`config.mk`:
```
export PLATFORM = sky130hd
export DESIGN_NAME = lookup_table_rw
export DESIGN_NICKNAME = d
export VERILOG_FILES = /design/src/rtl/lookup_table_rw.sv
export SDC_FILE = /design/constraint.sdc
export NUM_CORES = 1
export LEC_CHECK = 0
export BUFFER_PORTS_ARGS = -buffer_cell sky130_fd_sc_hd__buf_2
export CAP_MARGIN = 15
export CORE_ASPECT_RATIO = 0.9
export CORE_MARGIN = 4
export CORE_UTILIZATION = 45
export CTS_CLUSTER_SIZE = 10
export DETAILED_ROUTE_END_ITERATION = 16
export GPL_TIMING_DRIVEN = 0
export SLEW_MARGIN = 20
export SYNTH_ARGS = -nofsm -noshare
export SYNTH_HDL_FRONTEND = slang
export SYNTH_SLANG_ARGS = --single-unit
```
`constraint.sdc`:
```
create_clock -name Clk -period 5.1 [get_ports Clk]
set_input_delay 0 -clock Clk [delete_from_list [all_inputs] [get_ports Clk]]
set_output_delay 0 -clock Clk [all_outputs]
set_load 0.02 [all_outputs]
```
`src/rtl/lookup_table_rw.sv`:
```
// Run-time writable key->value lookup table.
// After reset the table sweeps every entry to INIT_VAL (one entry per cycle),
// then raises ready and serves one read and one write per cycle. Reads have
// one cycle of latency and return registered data. A same-cycle write to the
// key being read is forwarded to the read data (write-first).
//
// Handshake: a request is accepted on a rising edge where its enable is high
// and ready is high. There is no backpressure once ready is set; requests
// presented while ready is low are dropped without side effects.
module lookup_table_rw #(
  parameter int               KEY_W    = 4,
  parameter int               VAL_W    = 8,
  parameter logic [VAL_W-1:0] INIT_VAL = VAL_W'('hFF)
) (
  input  logic             Clk,
  input  logic             Reset,
  output logic             ready,
  input  logic             rd_en,
  input  logic [KEY_W-1:0] rd_key,
  output logic [VAL_W-1:0] rd_value,
  output logic             rd_valid,
  input  logic             wr_en,
  input  logic [KEY_W-1:0] wr_key,
  input  logic [VAL_W-1:0] wr_value,
  output logic             dbg_state
);

  localparam int DEPTH = 1 << KEY_W;

  typedef enum logic [0:0] {
    ST_INIT = 1'b0,
    ST_RUN  = 1'b1
  } state_t;

  state_t             state_q;
  logic [KEY_W-1:0]   ptr_q;
  logic               ready_q;
  logic [VAL_W-1:0]   mem_q [DEPTH];
  logic [VAL_W-1:0]   rd_value_q;
  logic               rd_valid_q;

  // Accepted requests; ready_q is high exactly while in ST_RUN.
  logic               rd_acc;
  logic               wr_acc;
  logic               rd_bypass;

  // Single write port into the table, shared by the sweep and user writes.
  logic               mem_we_d;
  logic [KEY_W-1:0]   mem_waddr_d;
  logic [VAL_W-1:0]   mem_wdata_d;
  logic [VAL_W-1:0]   rd_value_d;

  assign rd_acc    = rd_en & ready_q;
  assign wr_acc    = wr_en & ready_q;
  assign rd_bypass = wr_acc & (wr_key == rd_key);

  // Control FSM: init sweep pointer, state and registered ready.
  always_ff @(posedge Clk) begin
    if (Reset) begin
      state_q <= ST_INIT;
      ptr_q   <= '0;
      ready_q <= 1'b0;
    end else begin
      case (state_q)
        ST_INIT: begin
          ptr_q <= ptr_q + 1'b1;
          if (ptr_q == {KEY_W{1'b1}}) begin
            state_q <= ST_RUN;
            ready_q <= 1'b1;
          end
        end
        ST_RUN: begin
          ready_q <= 1'b1;
        end
        default: begin
          state_q <= ST_INIT;
          ptr_q   <= '0;
          ready_q <= 1'b0;
        end
      endcase
    end
  end

  // Select the table write source: sweep entry during init, user write in run.
  always_comb begin
    mem_we_d    = 1'b0;
    mem_waddr_d = wr_key;
    mem_wdata_d = wr_value;
    if (!Reset) begin
      if (state_q == ST_INIT) begin
        mem_we_d    = 1'b1;
        mem_waddr_d = ptr_q;
        mem_wdata_d = INIT_VAL;
      end else if (wr_acc) begin
        mem_we_d    = 1'b1;
        mem_waddr_d = wr_key;
        mem_wdata_d = wr_value;
      end
    end
  end

  // Table storage; contents are defined by the sweep, so no reset here.
  always_ff @(posedge Clk) begin
    if (mem_we_d) begin
      mem_q[mem_waddr_d] <= mem_wdata_d;
    end
  end

  // Read data source: forward the same-cycle write to the same key.
  always_comb begin
    rd_value_d = mem_q[rd_key];
    if (rd_bypass) begin
      rd_value_d = wr_value;
    end
  end

  // Registered read port; rd_value holds between accepted reads.
  always_ff @(posedge Clk) begin
    if (Reset) begin
      rd_value_q <= '0;
      rd_valid_q <= 1'b0;
    end else begin
      rd_valid_q <= rd_acc;
      if (rd_acc) begin
        rd_value_q <= rd_value_d;
      end
    end
  end

  assign ready     = ready_q;
  assign rd_value  = rd_value_q;
  assign rd_valid  = rd_valid_q;
  assign dbg_state = state_q;

endmodule

```
==> results of run 1 <==
==> final timing paths <==
kind,start,end
setup / recovery,dbg_state,mem_q[2][4]
hold / removal,rd_key[2],rd_value[7]
setup reg to reg,dbg_state,mem_q[2][4]
hold reg to reg,ready,ready
==> registers in the layout, summed over array words and instances (netlist names) <==
signal,flops
rd_value,8
ptr_q,4
dbg_state,1
mem_q,128
rd_valid,1
ready,1
==> worst max-delay path: stages (launching register included) <==
cell,delay (ps)
dfxtp_1,300
clkbuf_1,210
nor2_1,490
clkbuf_1,390
a31oi_1,300
nor2_1,670
==> area by class of cell <==
cell class / instances / area (um^2) / share of cell area (%)
clock buffer: 21 / 440 / 6.55
buffer: 15 / 125 / 1.86
tap: 160 / 200 / 2.98
clock inverter: 8 / 93.8 / 1.40
multi-input combinational: 147 / 1470 / 21.8
sequential: 143 / 4140 / 61.7
inverter: 3 / 11.3 / 0.168
timing repair buffer: 38 / 240 / 3.57
==> layout by cell type, fill, tap and decap left out, types with 3 or more instances in the layout <==
master | synthesis | final
mux4_1 | 10 | 10
clkinv_2 | 0 | 3
nor2_1 | 25 | 25
xor2_1 | 5 | 5
a21oi_1 | 4 | 4
edfxtp_1 | 128 | 128
a31oi_1 | 5 | 5
clkbuf_1 | 6 | 10
mux4_2 | 22 | 22
clkbuf_16 | 0 | 17
and2_1 | 9 | 9
or2_1 | 9 | 9
a221o_1 | 8 | 8
dlygate4sd3_1 | 0 | 10
buf_2 | 0 | 28
nand2_1 | 14 | 14
a22oi_1 | 16 | 16
dfxtp_1 | 15 | 15
==> cell usage after synthesis (4+ instances only) <==
| cell | number |
|---|---|
| xor2_1 | 5 |
| dfxtp_1 | 15 |
| clkbuf_1 | 6 |
| mux4_2 | 22 |
| and2_1 | 9 |
| nand2_1 | 14 |
| edfxtp_1 | 128 |
| mux4_1 | 10 |
| a31oi_1 | 5 |
| or2_1 | 9 |
| a22oi_1 | 16 |
| a221o_1 | 8 |
| a21oi_1 | 4 |
| nor2_1 | 25 |
==> report_power, final <==
| group | switching [uW] | total [uW] | internal, uW |
|---|---|---|---|
| sequential | 6.05 | 1300 | 1300 |
| clock | 436 | 1140 | 706 |
| combinational | 88.1 | 147 | 58.6 |
| total | 530 | 2590 | 2060 |
==> kinds of logic (layout without fill, tap and decap cells) <==
| logic type | Yosys count | in the layout | synth area share (%) |
|---|---|---|---|
| multiplexers | 35 | 35 | 13.7 |
| AO/OA/AOI/OAI | 34 | 34 | 4.51 |
| AND/OR/NAND/NOR | 70 | 70 | 5.99 |
| XOR/XNOR | 7 | 7 | 1.07 |
| buffers and inverters | 18 | 85 | 2.37 |
| flip-flops | 143 | 143 | 72.1 |
| adder cells (fa/ha/maj) | 1 | 1 | 0.218 |
==> through the flow <==
stage                     total power, uW  utilization, %
after floorplan                      1410               -
after global placement               1460            49.6
after detailed placement             1470            49.6
after CTS                            2600            54.8
after global routing                 2680            54.8
final                                2590            54.8
==> layer usage <==
metal	up-vias	routed length [um]	track usage, %
met5	-	0	0
met3	21	734	5.71
met4	0	353	8.65
met1	1558	5670	25.4
li1	1367	-	-
met2	101	5820	27.2
==> what timing repair did <==
item,in CTS,in global routing
endpoints found under the hold margin,9,0
resized for setup,0,0
endpoints found under the setup margin,0,0
hold buffers,10,0
==> flow_summary.json, run 1 <==
{
  "min_period_ps": 2740,
  "grt_max_degree": 17,
  "antenna_left": 0,
  "yosys.area.top_type": "edfxtp_1",
  "placed_cell_area_um2": 6090,
  "viasPerCell": 5.70,
  "max_freq_ghz": 0.365,
  "dieArea_um2": 14600,
  "cts_buffers": 17,
  "clkTransAtPathRegs_ps": 50,
  "instances_no_fill": 535,
  "cts-root-buf": "clkbuf_16",
  "grt_pass1_vias": 3147,
  "postSynthNetCount": 329,
  "reg2reg_depth": 5,
  "cts_tree": "built",
  "n_antenna_cell": 0,
  "powerDensity_nw_per_um2": 385,
  "io_buffer_count": 28,
  "num_vias": 3047,
  "setup_tns_ps": 0,
  "io_pins": 31,
  "antenna_found_initial": 0,
  "clock_latency_ps": 420,
  "min_path_type": "in2reg",
  "cts_setup_buffers": 0,
  "grt_usage_pct": 18.5,
  "hold_viol": 0,
  "final_cell_area_um2": 6720,
  "ys_top_cells_by_area": "edfxtp_1, mux4_2, dfxtp_1",
  "path_class": "reg2reg",
  "relSlewSlack_pct": 44.9,
  "grt_overflow_total": 0,
  "crit_path_start_kind": "flip-flop",
  "async_reset_ff_share_pct": 0,
  "vdd_drop_max_mv": 0.237,
  "cts_max_level": 4,
  "rsz0062_at_grt": "no",
  "grt_pass1_wl_um": 19000,
  "p_leak_uw": 0.00227,
  "final_nets": 386,
  "maxCapViolCount": 0,
  "cp.required_ps": 5140,
  "synth_cells": 308,
  "drt_iter0_markers": 323,
  "rows": 38,
  "yosys.area.top_type_share_pct": 66.9,
  "start_util_pct": 46.8,
  "status": "finished, final reports clean",
  "synthFlopType": "edfxtp_1",
  "dp_slack_ps": 2340,
  "area_growth_pct": 17.0,
  "syn_avg_cell_area_um2": 18.7,
  "synth-edff-count": 128,
  "synth_cell_types": 37,
  "fill_cells": 961,
  "core_um2": 12300,
  "die_h_um": 115,
  "dieWidth_um": 127,
  "gp_congestion": 0.821,
  "routed_wl_um": 12600,
  "setup_viol_count_final": 0,
  "cts_num_sinks": 143,
  "path_max_fanout": 10,
  "synth_area_um2": 5750,
  "drive_gt1_share_pct": 22.7,
  "dp_cells": 496,
  "drcViolationCount": 0,
  "synth-warning-count": 0,
  "cp-end-kind": "flip-flop",
  "whs_ps": 244,
  "first_pass_iters": 5,
  "clockBufferDepth": 2,
  "fin_ws_ps": 2360,
  "wl_per_cell_um": 23.5,
  "worstMarginPinSlew_ps": 824,
  "min_period_over_period_pct": 53.7,
  "finalMaxSlewViolations": 0,
  "hpwl_um": 8010,
  "yosysSeqAreaShare_pct": 72.1,
  "hold_depth": 5,
  "reg2reg_slack_ps": 2360,
  "cp.arrival_ps": 2780,
  "ys_ff_latch": 143,
  "finClkSkew_ps": 10.1
}
No activity file was read; power rests on OpenSTA's default activity.
==> inputs of run 2 (changes only) <==
- ABC_AREA: not set -> 1
- clock period: 5.1 -> 2.5 ns (I/O delays scaled with it)
==> run 2 against run 1 <==
Compared with the run above:
- area after synthesis grew 7.6%
- non-clock buffer count grew 11
- via count grew 42%
- clock-buffer cell count grew 3
- worst hold slack lost 200 ps
- fmax grew 16%
- sequential share of layout area shrank 4.1 points
- cell area grew 7.1%
- critical endpoint is now mem_q[3][0]
==> flow_summary.json, run 2 <==
{
  "ys_top_cells_by_area": "edfxtp_1, nand2_1, nand3_1",
  "min_path_type": "in2reg",
  "postSynthNetCount": 624,
  "final_cell_mix": "nand2_1, edfxtp_1, nor2_1, nand3_1, inv_1",
  "grt_pass1_vias": 4176,
  "setup_viol_count_final": 0,
  "crit_chain": "nor2_2, nand2_1, o21ai_1, nand3_1, nor2_1",
  "synth-warning-count": 0,
  "synth_area_um2": 6190,
  "max_freq_ghz": 0.425,
  "clkTransAtPathRegs_ps": 60,
  "antenna_found_initial": 0,
  "clockBufferDepth": 2,
  "dp_cells": 796,
  "path_class": "reg2reg",
  "placed_cell_area_um2": 6520,
  "min_period_over_period_pct": 94.1,
  "synth_commonest_cells": "nand2_1, edfxtp_1, nor2_1",
  "final_nets": 679,
  "final_common_cell": "nand2_1",
  "grt_max_degree": 17,
  "dieWidth_um": 132,
  "cts_buffers": 17,
  "hpwl_um": 10100,
  "cts_setup_buffers": 0,
  "grt.busiest_layer": "met2",
  "yosysSeqAreaShare_pct": 67.0,
  "use_met3_pct": 4.10,
  "min_period_ps": 2350,
  "synth_cell_types": 26,
  "cts_num_sinks": 143,
  "fill_cells": 1178,
  "start_util_pct": 46.1,
  "die_h_um": 119,
  "largest_reg_flops": 128,
  "core_um2": 13400,
  "grt_pass1_wl_um": 22900,
  "ys_ff_latch": 143,
  "relSlewSlack_pct": 34.7,
  "path_max_fanout": 9,
  "vdd_drop_max_mv": 0.566,
  "cts_max_level": 4,
  "status": "finished, final reports clean",
  "io_buffer_count": 25,
  "cp_top_family": "simple AND/OR/NAND/NOR gates",
  "worstMarginPinSlew_ps": 976,
  "cp.arrival_ps": 2390,
  "async_reset_ff_share_pct": 0,
  "critical-path-slowest-cell": "nor2_1",
  "synth-edff-count": 128,
  "area_growth_pct": 16.4,
  "max_stage_delay_ps": 790,
  "synth_cells": 603,
  "cp-end-kind": "flip-flop",
  "first_pass_iters": 6,
  "gp_congestion": 0.832,
  "rows": 40,
  "yosysMostFrequentCell": "nand2_1",
  "syn_avg_cell_area_um2": 10.3,
  "dieArea_um2": 15700,
  "powerDensity_nw_per_um2": 752,
  "crit_buf_inv": 0,
  "num_vias": 4334,
  "io_pins": 31,
  "cts_tree": "built",
  "crit_path_start_kind": "flip-flop",
  "final_cell_area_um2": 7200,
  "cp.required_ps": 2530,
  "top_register": "mem_q",
  "gr-usage-met1_pct": 26.1,
  "viasPerCell": 5.17,
  "instances_no_fill": 839,
  "hold_viol": 0,
  "cts-root-buf": "clkbuf_16",
  "routed_wl_um": 14900,
  "drcViolationCount": 0,
  "grt_usage_pct": 19.5,
  "n_antenna_cell": 0,
  "drt_iter0_markers": 502,
  "wl_per_cell_um": 17.8,
  "yosys.area.top_type_share_pct": 62.1,
  "maxCapViolCount": 0,
  "clock_latency_ps": 410,
  "drive_gt1_share_pct": 13.6,
  "finalMaxSlewViolations": 0,
  "grt_overflow_total": 0,
  "synthFlopType": "edfxtp_1",
  "yosys.area.top_type": "edfxtp_1",
  "finClkSkew_ps": 5.21,
  "p_leak_uw": 0.00292,
  "met2_usage_pct": 32.0,
  "antenna_left": 0
}
-- run 2: cell types whose count changed after synthesis, sizes merged, moves of 16 or more --
| cell | previous run | this run |
|---|---|---|
| inv | 3 | 68 |
| a22oi | 16 | 0 |
| nand3 | 0 | 73 |
| o21ai | 0 | 47 |
| buf | 5 | 23 |
| nor2 | 25 | 83 |
| mux4 | 32 | 0 |
| nand2 | 14 | 138 |
-- run 2: area by class of cell --
| type | count | area, um^2 | share of cell area [%] |
|---|---|---|---|
| sequential | 143 | 4140 | 57.6 |
| clock inverter | 8 | 50.0 | 0.695 |
| timing repair buffer | 36 | 235 | 3.27 |
| inverter | 68 | 260 | 3.62 |
| clock buffer | 24 | 514 | 7.14 |
| tap | 168 | 210 | 2.92 |
| buffer | 28 | 184 | 2.56 |
| multi-input combinational | 364 | 1600 | 22.2 |
-- run 2: path summary, 6_finish.rpt --
| check | startpoint | to | slack (ps) | cells after the start |
|---|---|---|---|---|
| worst max-delay path | dbg_state | mem_q[3][0] | 150 | 5 |
| worst min-delay path | rd_key[3] | rd_value[4] | 40 | 5 |
| worst max register to register | dbg_state | mem_q[3][0] | 150 | 5 |
| worst min register to register | ptr_q[0] | ptr_q[0] | 520 | 2 |
-- run 2: cells by family after synthesis --
logic type | share of synthesized area [%]
fa+ha+maj | 0.202
buf+inv | 7.18
xor+xnor | 0.142
compound gates | 5.60
simple gates | 19.9
flops | 67.0
-- run 2: per-layer routing --
| metal | share of wire [%] | vias up |
|---|---|---|
| li1 | - | 2128 |
| met1 | 46 | 2055 |
| met2 | 48 | 131 |
| met3 | 4.4 | 20 |
| met4 | 1.7 | 0 |
| met5 | 0 | - |
-- run 2: worst reg2reg max path: cells and delay by family, from the launching register on --
family          cells  cell delay [ps]
compound gates      1              150
simple gates        4             1430
flops               1              390
-- run 2: where the power goes --
group,internal (uW),leakage [uW],switching [uW]
clock,1440,0.000281,938
sequential,2650,0.00125,11.8
combinational,113,0.00139,264
total,4200,0.00292,1210
-- run 2: what timing repair did --
item,CTS,global route
endpoints found under the setup margin,0,8
hold buffers,11,0
hold endpoints to repair,13,0
gates resized for setup,0,1
-- run 2: metrics by stage --
| stage | util [%] | setup TNS, ps | hold WS [ps] | setup slack (ps) | power [uW] |
|---|---|---|---|---|---|
| CTS | 53.6 | 0 | 16.2 | 148 | 5440 |
| global route | 53.7 | -1.40 | 39.0 | -0.685 | 5600 |
| finish | 53.7 | 0 | 40.1 | 149 | 5410 |
| detailed placement | 48.6 | 0 | 254 | 150 | 3070 |
| global placement | 48.6 | 0 | 238 | 270 | 3070 |
| floorplan | - | 0 | 145 | 683 | 2940 |
==> inputs of run 3 (changes only) <==
- CORE_UTILIZATION: 45 -> 44
==> run 3 against run 2 <==
Compared with the run above:
- non-clock buffer count did not move
- clock-buffer cell count decreased by 2
- clock power grew 5%
- global-route usage up 0.38 points
- via count up 0.53%
- cell area up 0.89%
==> flow_summary.json, run 3 (synthesized netlist as in run 2, its figures left out) <==
{
  "cts_setup_buffers": 0,
  "largest_reg_flops": 128,
  "core_um2": 13600,
  "endpoint": "mem_q[6][0]",
  "n_antenna_cell": 0,
  "finalMaxSlewViolations": 0,
  "rows": 40,
  "grt_pass1_vias": 4369,
  "max_stage_delay_ps": 790,
  "min_from": "rd_key[3]",
  "cp.arrival_ps": 2410,
  "clkTransAtPathRegs_ps": 60,
  "final_cell_area_um2": 7260,
  "crit_chain": "nor2_2, o21ai_0, nand2_1, nor2_1",
  "path_depth": 4,
  "start_util_pct": 45.6,
  "top_register": "mem_q",
  "path_max_fanout": 9,
  "setup_viol_count_final": 0,
  "antenna_left": 0,
  "io_buffer_count": 25,
  "cts_max_level": 4,
  "reg2reg_depth": 4,
  "cp-end-kind": "flip-flop",
  "hold_viol": 0,
  "crit_buf_inv": 0,
  "relSlewSlack_pct": 34.6,
  "cp_top_family": "simple AND/OR/NAND/NOR gates",
  "final_cell_mix": "nand2_1, edfxtp_1, nor2_1, nand3_1, inv_1",
  "maxCapViolCount": 0,
  "grt_usage_pct": 19.9,
  "first_pass_iters": 5,
  "cts_tree": "built",
  "clock_latency_ps": 420,
  "rsz0062_at_grt": "no",
  "vdd_drop_max_mv": 0.583,
  "post-route-util_pct": 53.5,
  "powerDensity_nw_per_um2": 764,
  "routed_wl_um": 15000,
  "fin_ws_ps": 137,
  "wl_per_cell_um": 17.5,
  "hpwl_um": 10300,
  "worstMarginPinSlew_ps": 978,
  "max_freq_ghz": 0.423,
  "cts_buffers": 17,
  "p_total_uw": 5550,
  "cp.required_ps": 2540,
  "reg2reg_slack_ps": 140,
  "placed_cell_area_um2": 6550,
  "drt_iter0_markers": 448,
  "drcViolationCount": 0,
  "final_nets": 679,
  "min_path_type": "in2reg",
  "critical-path-slowest-cell": "nor2_1",
  "area_growth_pct": 17.4,
  "dieArea_um2": 16000,
  "antenna_found_initial": 0,
  "dp_slack_ps": 179,
  "p_leak_uw": 0.00294,
  "min_period_ps": 2360,
  "crit_path_start_kind": "flip-flop",
  "grt_overflow_total": 0,
  "min_period_over_period_pct": 94.5,
  "num_vias": 4357,
  "drive_gt1_share_pct": 13.9,
  "cp-startpoint": "dbg_state",
  "grt_pass1_wl_um": 23600,
  "viasPerCell": 5.07,
  "multiInputGateArea_um2": 1600,
  "status": "finished, final reports clean",
  "final_common_cell": "nand2_1",
  "die_h_um": 120,
  "finClkSkew_ps": 9.13,
  "rr_startpoint": "dbg_state",
  "path_class": "reg2reg",
  "io_pins": 31,
  "fill_cells": 1219,
  "clockBufferDepth": 2,
  "gp_congestion": 0.844,
  "r2r_end": "mem_q[6][0]",
  "cts_num_sinks": 143,
  "grt_max_degree": 17,
  "seqCellArea_um2": 4140,
  "cts-root-buf": "clkbuf_16",
  "dieWidth_um": 133,
  "setup_tns_ps": 0
}
-- run 3: changes by cell type in the layout (fill, tap and decap cells not counted) --
cell | previous run | this run
clkinv_4 | 1 | 2
clkbuf_1 | 6 | 4
inv_6 | 1 | 3
clkinv_2 | 3 | 2
inv_4 | 3 | 2
bufinv_16 | 0 | 1
-- run 3: cell type report --
| cell class | instances | share of cell area (%) |
|---|---|---|
| Buffer | 28 | 2.53 |
| Inverter | 68 | 3.58 |
| Sequential cell | 143 | 57.1 |
| Clock inverter | 10 | 1.31 |
| Tap cell | 189 | 3.26 |
| Timing Repair Buffer | 36 | 3.24 |
| Clock buffer | 22 | 6.98 |
| Multi-Input combinational cell | 364 | 22.0 |
-- run 3: worst min path at each step --
| stage | endpoint | slack (ps) | cells after the start |
|---|---|---|---|
| 2_1_floorplan | rd_valid | 140 | 2 |
| 3_3_place_gp | rd_valid | 240 | 3 |
| 3_5_place_dp | rd_valid | 260 | 3 |
| 4_1_cts | rd_value[4] | 20 | 5 |
| 5_1_grt | rd_value[1] | 50 | 5 |
| 6_report | rd_value[7] | 30 | 5 |
-- run 3: metrics by stage --
stage,hold WS (ps),cells
5_1_grt,45.8,860
4_1_cts,20.2,860
3_5_place_dp,262,817
3_3_place_gp,239,817
6_report,31.5,860
2_1_floorplan,145,603
-- run 3: power by group --
part / internal [uW] / switching, uW / total [uW]
clock: 1550 / 967 / 2510
sequential: 2650 / 12.3 / 2660
combinational: 113 / 265 / 378
total: 4310 / 1240 / 5550
-- run 3: repair_timing --
item / 4_1_cts / 5_1_grt
gates resized for setup: 0 / 1
setup endpoints to repair: 0 / 8
endpoints found under the hold margin: 13 / 0
hold buffers: 11 / 0
-- run 3: worst reg2reg max path, stage by stage, from the launching register on --
cell     delay, ps
dfxtp_1        520
nor2_2         150
o21ai_0        330
nand2_1        200
nor2_1         790
-- run 3: metal layers --
layer	vias to the layer above	routed length, um	track usage, %
met1	2076	6750	26.4
li1	2131	-	-
met2	118	7130	31.7
met5	-	0	0
met3	32	726	4.16
met4	0	415	8.77
